==> config.mk <==
export PLATFORM = sky130hd
export DESIGN_NAME = maq_ms_flat
export DESIGN_NICKNAME = d
export VERILOG_FILES = /design/src/rtl/maq_ms_pkg.sv /design/src/rtl/maq_ms_if.sv /design/src/rtl/cont_bcd60.sv /design/src/rtl/maq_ms.sv /design/src/flat_wrapper.sv
export SDC_FILE = /design/constraint.sdc
export NUM_CORES = 1
export LEC_CHECK = 0
export ABC_CLOCK_PERIOD_IN_PS = 3700
export BUFFER_PORTS_ARGS = -buffer_cell sky130_fd_sc_hd__buf_2
export CAP_MARGIN = 20
export CORE_MARGIN = 1.5
export CORE_UTILIZATION = 59
export DETAILED_ROUTE_END_ITERATION = 12
export PLACE_DENSITY = 0.75
export SLEW_MARGIN = 20
export SYNTH_ARGS = -nofsm -noshare
export SYNTH_HDL_FRONTEND = slang
export SYNTH_HIERARCHICAL = 1
export SYNTH_SLANG_ARGS = --single-unit
==> constraint.sdc <==
create_clock -name maqms_clock -period 3.7 [get_ports maqms_clock]
set_input_delay 0.185 -clock maqms_clock [delete_from_list [all_inputs] [get_ports maqms_clock]]
set_output_delay 0.185 -clock maqms_clock [all_outputs]
set_load 0.02 [all_outputs]
==> src/rtl/maq_ms_pkg.sv <==
// relogio_pkg: shared mode encoding and BCD limits for the clock datapath
package relogio_pkg;
    typedef enum logic [1:0] {MODO_RUN, MODO_SET_MIN, MODO_SET_HORA} modo_t;
    localparam logic [3:0] BCD_MAX_LSD    = 4'd9;
    localparam logic [2:0] BCD_MAX_MSD_60 = 3'd5;
endpackage

==> src/rtl/maq_ms_if.sv <==
// maq_ms_if: button inputs and display/strobe outputs of the minutes/seconds stage
interface maq_ms_if;
    logic       maqms_btn_modo;
    logic       maqms_btn_inc;
    logic [3:0] maqms_seg_lsd;
    logic [2:0] maqms_seg_msd;
    logic [3:0] maqms_min_lsd;
    logic [2:0] maqms_min_msd;
    logic       maqms_h_inc;
    logic [1:0] maqms_modo;
    logic       maqms_tick;
    modport master (
        output maqms_btn_modo, maqms_btn_inc,
        input  maqms_seg_lsd, maqms_seg_msd, maqms_min_lsd, maqms_min_msd,
        input  maqms_h_inc, maqms_modo, maqms_tick
    );
    modport slave (
        input  maqms_btn_modo, maqms_btn_inc,
        output maqms_seg_lsd, maqms_seg_msd, maqms_min_lsd, maqms_min_msd,
        output maqms_h_inc, maqms_modo, maqms_tick
    );
endinterface

==> src/rtl/cont_bcd60.sv <==
// cont_bcd60: two-digit BCD modulo-60 counter; carry flags the 59 -> 00 wrap
module cont_bcd60
    import relogio_pkg::*;
(
    input  logic       clock,
    input  logic       reset,
    input  logic       clear,
    input  logic       inc,
    output logic [3:0] lsd,
    output logic [2:0] msd,
    output logic       carry
);
    logic lsd_max;
    always_comb begin
        lsd_max = lsd == BCD_MAX_LSD;
        carry   = inc & lsd_max & (msd == BCD_MAX_MSD_60);
    end
    always_ff @(posedge clock or negedge reset)
        if (!reset) begin
            lsd <= '0;
            msd <= '0;
        end else if (clear) begin
            lsd <= '0;
            msd <= '0;
        end else if (inc) begin
            lsd <= lsd_max ? '0 : lsd + 4'd1;
            if (lsd_max) msd <= (msd == BCD_MAX_MSD_60) ? '0 : msd + 3'd1;
        end
endmodule

==> src/rtl/maq_ms.sv <==
// maq_ms: 1 Hz prescaler, BCD mm:ss counters, time-adjust mode FSM and hour-increment pulse
module maq_ms
    import relogio_pkg::*;
#(
    parameter int CLK_HZ = 50_000_000
) (
    input logic      maqms_clock,
    input logic      maqms_reset,
    maq_ms_if.slave  bus
);
    localparam int PW = $clog2(CLK_HZ);
    localparam logic [PW-1:0] PMAX = PW'(CLK_HZ - 1);
    modo_t         modo, modo_nx;
    logic [PW-1:0] pre;
    logic          prev_modo, prev_inc, tick, h_inc;
    logic          e_modo, e_inc, run, adv, min_inc, sec_carry, min_carry;
    // A mode edge swallows a simultaneous inc edge
    always_comb begin
        e_modo  = bus.maqms_btn_modo & ~prev_modo;
        e_inc   = bus.maqms_btn_inc & ~prev_inc & ~e_modo;
        run     = modo == MODO_RUN;
        adv     = run & ~e_modo & (pre == PMAX);
        min_inc = sec_carry | ((modo == MODO_SET_MIN) & e_inc);
        modo_nx = MODO_RUN;
        case (modo)
            MODO_RUN:      modo_nx = e_modo ? MODO_SET_MIN : MODO_RUN;
            MODO_SET_MIN:  modo_nx = e_modo ? MODO_SET_HORA : MODO_SET_MIN;
            MODO_SET_HORA: modo_nx = e_modo ? MODO_RUN : MODO_SET_HORA;
            default:       modo_nx = MODO_RUN;
        endcase
    end
    always_ff @(posedge maqms_clock or negedge maqms_reset)
        if (!maqms_reset) modo <= MODO_RUN;
        else modo <= modo_nx;
    // Prescaler idles at 0 outside RUN so a return to RUN waits a full period
    always_ff @(posedge maqms_clock or negedge maqms_reset)
        if (!maqms_reset) begin
            pre       <= '0;
            prev_modo <= 1'b1;
            prev_inc  <= 1'b1;
            tick      <= 1'b0;
            h_inc     <= 1'b0;
        end else begin
            pre       <= (!run || e_modo || pre == PMAX) ? '0 : pre + 1'b1;
            prev_modo <= bus.maqms_btn_modo;
            prev_inc  <= bus.maqms_btn_inc;
            tick      <= adv;
            h_inc     <= (sec_carry & min_carry) | ((modo == MODO_SET_HORA) & e_inc);
        end
    cont_bcd60 u_seg (
        .clock (maqms_clock),
        .reset (maqms_reset),
        .clear (run & e_modo),
        .inc   (adv),
        .lsd   (bus.maqms_seg_lsd),
        .msd   (bus.maqms_seg_msd),
        .carry (sec_carry)
    );
    cont_bcd60 u_min (
        .clock (maqms_clock),
        .reset (maqms_reset),
        .clear (1'b0),
        .inc   (min_inc),
        .lsd   (bus.maqms_min_lsd),
        .msd   (bus.maqms_min_msd),
        .carry (min_carry)
    );
    assign bus.maqms_modo  = modo;
    assign bus.maqms_tick  = tick;
    assign bus.maqms_h_inc = h_inc;
endmodule

==> src/flat_wrapper.sv <==
// flat-port wrapper written by rule: the top's interface ports become plain ports
module maq_ms_flat import relogio_pkg::*;
#(
    parameter int CLK_HZ = 50_000_000
)
  (maqms_clock, maqms_reset, bus_maqms_btn_modo, bus_maqms_btn_inc, bus_maqms_seg_lsd, bus_maqms_seg_msd, bus_maqms_min_lsd, bus_maqms_min_msd, bus_maqms_h_inc, bus_maqms_modo, bus_maqms_tick);
  maq_ms_if bus_i ();
  input logic maqms_clock;
  input logic maqms_reset;
  input wire logic [$bits(bus_i.maqms_btn_modo)-1:0] bus_maqms_btn_modo;
  input wire logic [$bits(bus_i.maqms_btn_inc)-1:0] bus_maqms_btn_inc;
  output wire logic [$bits(bus_i.maqms_seg_lsd)-1:0] bus_maqms_seg_lsd;
  output wire logic [$bits(bus_i.maqms_seg_msd)-1:0] bus_maqms_seg_msd;
  output wire logic [$bits(bus_i.maqms_min_lsd)-1:0] bus_maqms_min_lsd;
  output wire logic [$bits(bus_i.maqms_min_msd)-1:0] bus_maqms_min_msd;
  output wire logic [$bits(bus_i.maqms_h_inc)-1:0] bus_maqms_h_inc;
  output wire logic [$bits(bus_i.maqms_modo)-1:0] bus_maqms_modo;
  output wire logic [$bits(bus_i.maqms_tick)-1:0] bus_maqms_tick;
  assign bus_i.maqms_btn_modo = bus_maqms_btn_modo;
  assign bus_i.maqms_btn_inc = bus_maqms_btn_inc;
  assign bus_maqms_seg_lsd = bus_i.maqms_seg_lsd;
  assign bus_maqms_seg_msd = bus_i.maqms_seg_msd;
  assign bus_maqms_min_lsd = bus_i.maqms_min_lsd;
  assign bus_maqms_min_msd = bus_i.maqms_min_msd;
  assign bus_maqms_h_inc = bus_i.maqms_h_inc;
  assign bus_maqms_modo = bus_i.maqms_modo;
  assign bus_maqms_tick = bus_i.maqms_tick;
  maq_ms #(.CLK_HZ(CLK_HZ)) u_core (.maqms_clock(maqms_clock), .maqms_reset(maqms_reset), .bus(bus_i));
endmodule
# [Yosys cells after proc, flatten, opt, wreduce, memory -nomap -nowiden]
# Cells that the tools add are included.
[totals] ff_bits=46 inputBits=4 output_inout_bits=18 wordCells=62
[op_classes] addsub=5 eq_ne=7 muxes=14 n_bitwise=18 n_reduce_logical=8
[ops] cell="adder 26 x 1 -> 26 bit (second input constant)" count=1
[ops] cell="equality test 26 bit (second input constant)" count=1
[ops] cell="two-way mux 26 bit" count=1
[ops] cell="two-way mux 4 bit" count=4
[ops] cell="two-way mux 3 bit" count=5
[ops] cell="bitwise AND 1 bit" count=13
[ops] cell="adder 4 x 1 -> 4 bit (second input constant)" count=2
[ops] cell="equality test 4 bit (second input constant)" count=2
[ops] cell="adder 3 x 1 -> 3 bit (second input constant)" count=2
[ops] cell="equality test 3 bit (second input constant)" count=2
[ops] cell="one-hot mux 2 bit (3 select lines)" count=1
[ops] cell="two-way mux 2 bit" count=2
[ops] cell="AND reduction 2 bit" count=2
[ops] cell="nonzero test 2 bit" count=2
[ops] cell="inverter 1 bit" count=3
[ops] cell="equality test 2 x 1 -> 1 bit (second input constant)" count=1
[ops] cell="equality test 2 bit (second input constant)" count=1
[ops] cell="logical NOT 2 bit" count=1
[ops] cell="logical OR 1 bit" count=2
[ops] cell="bitwise OR 1 bit" count=2
[ops] cell="logical NOT 1 bit" count=1
[ops] cell="two-way mux 1 bit" count=1

# [Depth between registers and ports, before layout]
[logic_depth] depth_word=12 depth_mapped=14 ltp_nobuf=12

# [Cells and area by module]
# Netlist, hierarchy kept.
[by_module_without_submodules] module="maq_ms" n_inst=1 cells_each=165 area_each_um2=1659.1 seq_area_each_um2=803.3
[by_module_without_submodules] module="cont_bcd60" n_inst=2 cells_each=40 area_each_um2=397.9 seq_area_each_um2=175.2

# [Worst setup path before layout]
# OpenSTA, ideal clock, no wires.
[synth_timing] kind="reg2reg" startpoint="reg u_core.pre[11]" endpoint="reg u_core.u_min.lsd[2]" setup_ns=0.077 t_arrival_ns=3.017 required_ns=3.623 setup_slack_ns=0.605 path_stages_with_launch=13 n_path_buf=2 period_less_slack_ns=3.095 cell_sequence="dfrtp_1 -> or4_1 -> or4_4 -> nor3_4 -> nor2b_1 -> buf_2 -> nand3_1 -> nor3_1 -> o21bai_1 -> buf_2 -> nand2_1 -> a211o_2 -> a21oi_1"
[synth_between] elab_chain_len=5
[synth_lines] element="from (decl)" line="maq_ms.sv:14" text="logic [PW-1:0] pre;"
[synth_lines] element="from (signal assigned)" line="maq_ms.sv:44" text="pre <= (!run || e_modo || pre == PMAX) ? '0 : pre + 1'b1;"
[synth_lines] element="equality test 26 bit" line="maq_ms.sv:22" text="adv = run & ~e_modo & (pre == PMAX);"
[synth_lines] element="bitwise AND 1 bit" line="maq_ms.sv:22"
[synth_lines] element="via u_core.adv" line="maq_ms.sv:16" text="logic e_modo, e_inc, run, adv, min_inc, sec_carry, min_carry;"
[synth_lines] element="bitwise AND 1 bit (2 in a row)" line="cont_bcd60.sv:16" text="carry = inc & lsd_max & (msd == BCD_MAX_MSD_60);"
[synth_lines] element="via u_core.sec_carry" line="maq_ms.sv:16"
[synth_lines] element="bitwise OR 1 bit" line="maq_ms.sv:23" text="min_inc = sec_carry | ((modo == MODO_SET_MIN) & e_inc);"
[synth_lines] element="via u_core.min_inc" line="maq_ms.sv:16"
[synth_lines] element="to (signal assigned)" line="cont_bcd60.sv:26" text="lsd <= lsd_max ? '0 : lsd + 4'd1;"
[synth_lines] element="to (decl)" line="cont_bcd60.sv:9" text="output logic [3:0] lsd,"
# The timed path passes the listed nets, and every way through them passes these cells.
# A chain may end at the register's enable or synchronous reset.

# [Final worst setup path]
# Ends and elaborated chain as after synthesis.

==> run summary <==
=================================================================================
Initial core utilization ...........................................        61.4%
Master cell of the clock root buffer ...............................     clkbuf_8
Total wire length after detailed routing ...........................      4870 µm
Post-cts resize count ..............................................            0
Cell area power density ............................................   424 nW/µm²
Placement Rows .....................................................           23
Maximum clock insertion buffer count ...............................            2
I/O pin count ......................................................           22
Number of cells produced by synthesis ..............................          245
Fraction of registers with async set or reset after synthesis ......         100%
Arrival time of data at the critical path endpoint .................      3.33 ns
Placement Setup Slack ..............................................     0.624 ns
Worst setup SP type ................................................     register
RSZ-0062 raised after global routing ...............................           no
Vias in the first global route .....................................         1809
DR iter-0 viols ....................................................          156
Most frequent cell after synthesis .................................      dfrtp_1
Drt first pass iters ...............................................            4
Ys flop type .......................................................      dfrtp_1
Transition time of the tightest slew-check pin .....................     0.806 ns
Nets@finish ........................................................          286
Met3 track demand over resource ....................................        5.00%
Antenna violations before repair ...................................            0
DRC viols ..........................................................            0
CTS HTree Levels ...................................................            2
Final hold violation count .........................................            0
Proportion of layout cells with a drive suffix above 1 .............        14.8%
Met2 usage .........................................................        37.3%
Syn avg cell area ..................................................     10.0 µm²
Status .............................................................    completed
Num CTS Buffers ....................................................            5
Fraction of synthesized cell area taken by the top area cell type ..        44.9%
Worst Setup Slack, final ...........................................     0.605 ns
Number of vias after detailed routing ..............................         1956
Worst IR drop on VDD ...............................................     0.239 mV
Number of hold-repair buffers added at the cts stage ...............            2
Most congested layer reported by global routing ....................         met2
Warnings, synthesis ................................................            6
Standard cell core area ............................................     4000 µm²
CTS tree ...........................................................         done
Pins Over Slew Limit ...............................................            0
Number of inserted diodes ..........................................            0
Ratio of routed vias to standard cells .............................         5.98
Total track usage ..................................................        23.9%
Leftover overflow at the end of global routing .....................            0
Max cap viols ......................................................            0
P&R area growth vs syn .............................................        13.6%
Count of input and output buffers ..................................           21
Largest net degree at the start of global routing ..................           47
Post-synth cell types ..............................................           41
Highest clock rate .................................................      323 MHz
Worst endpoint required time .......................................      3.94 ns
Routed wire per std cell ...........................................      14.9 µm
Clock period minus final worst setup slack .........................      3.09 ns
Height of the die ..................................................      67.5 µm
Layout filler cell count ...........................................          329
Most area-consuming cells after synthesis .......................... dfrtp_1 45%, a211oi_1 4.0%, xor2_1 3.9%
Clock slew seen by the registers of the worst setup and hold paths .      0.09 ns
EDFF count, synth ..................................................            0
Class of the tightest hold or removal check ........................  in -> async
Critical Path Fanout Max ...........................................           10
Final RePlAce weighted congestion ..................................        0.879
Ranking of synthesized cells by instance count ..................... 44 x dfrtp_1, 17 x nand2_1, 15 x nor3_1, 13 x a211oi_1
Worst relative slew slack ..........................................        45.8%
Post-route setup TNS ...............................................         0 ns
Cell taking the most area after synthesis ..........................      dfrtp_1
Setup Crit Path Kind ...............................................   reg -> reg
ANT nets after route ...............................................            0
Proportion of synthesized chip area in sequential cells ............        47.0%
Met1 Resource Use GR ...............................................        33.3%
Cell area after technology mapping .................................     2450 µm²
Post-DP HPWL .......................................................      3220 µm
Clk sinks ..........................................................           46
Period utilisation layout ..........................................        83.6%
Wire length of the first global-routing pass .......................      8200 µm
Leak pwr ...........................................................      1.21 nW
Die Outline Area ...................................................     4560 µm²
Skew final .........................................................   0.00809 ns
Floorplan die width ................................................      67.5 µm
Nature of the critical path endpoint ...............................     register
Post-synthesis register bit count ..................................           46
Later-pin clock latency in the skew report .........................      0.31 ns
Setup Viol. Count Final ............................................            0
Post-CTS Setup Repair Bufs .........................................            0
=================================================================================
[power by group]
part	internal, mW	switching (mW)	leakage [nW]
clock network	0.288	0.175	0.0714
logic	0.0516	0.112	0.504
registers	0.525	0.0318	0.632
total	0.865	0.318	1.21
[worst max-delay path: stages, from the launching register on]
cell      delay [ns]
dfrtp_1         0.42
or4_1           0.52
or4_4           0.43
nor3_4          0.13
nor2b_1         0.19
nand3_1         0.15
nor3_1          0.25
o21bai_1        0.35
nand2_1         0.15
a211o_2         0.32
a21oi_1         0.11
[placed cells by master (no fill, tap or decap), types with 4 or more instances in the layout]
cell,n
a211oi_1,13
a21oi_1,6
buf_2,20
buf_4,4
clkbuf_8,6
conb_1,8
dfrtp_1,44
ha_1,6
inv_1,7
nand2_1,17
nand2b_1,7
nand3_1,11
nand3b_1,5
nand4_1,8
nor2_1,9
nor3_1,15
o21ai_0,11
o31ai_1,9
or3_1,9
or4_1,8
xor2_1,11
[layout make-up]
cell class                      instances  area, µm²  area share, %
Tap cell                               50       62.6           2.24
Inverter                                7       26.3          0.943
Sequential cell                        46       1150           41.4
Clock inverter                          2       60.1           2.15
Timing Repair Buffer                   27        160           5.75
Multi-Input combinational cell        189       1240           44.6
Clock buffer                            6       82.6           2.96
[state kept, by name (all words and copies together), names as in the netlist, 2 cells and up]
name,flops
u_core/u_min/msd,3
u_core/u_seg/lsd,4
u_core/u_seg/msd,3
u_core/pre,26
u_core/bus.maqms_modo,2
u_core/u_min/lsd,4
[layer usage]
metal | part of all wire (%) | vias up
met5 | 0 | -
met4 | 1.5 | 0
met3 | 4.0 | 7
met2 | 46 | 45
met1 | 49 | 941
li1 | - | 963
[worst paths after layout]
check                               startpoint  cells past startpoint             endpoint  slack [ns]
max in group asynchronous          maqms_reset                      2  u_core/u_min/lsd[2]        2.89
max                             u_core/pre[11]                     10  u_core/u_min/lsd[2]        0.61
min reg2reg                u_core/u_min/msd[2]                      1  u_core/u_min/msd[2]        0.50
min in group maqms_clock   u_core/u_min/msd[2]                      1  u_core/u_min/msd[2]        0.50
max reg2reg                     u_core/pre[11]                     10  u_core/u_min/lsd[2]        0.61
min                                maqms_reset                      2       u_core/pre[12]        0.42
[stage by stage]
step	instances	cell area [µm²]	util (%)	hold slack, ns	power (mW)
2_1_floorplan	252	2480	-	-0.111	0.668
3_3_place_gp	316	2610	65.3	0.302	0.722
3_5_place_dp	316	2610	65.3	0.302	0.727
4_1_cts	326	2780	69.4	0.0754	1.19
5_1_grt	327	2790	69.7	0.478	1.23
6_report	327	2790	69.7	0.416	1.18
[logic make-up after synthesis]
group | share of synthesized area [%]
AOI/OAI and AO/OA | 13.5
xor gates and xnor gates | 5.00
adders and majority gates | 3.06
buffers and inverters | 3.47
DFF | 47.0
muxes | 1.22
other | 0.153
and+or+nand+nor | 26.7
Power figures use the tool's default switching activity.
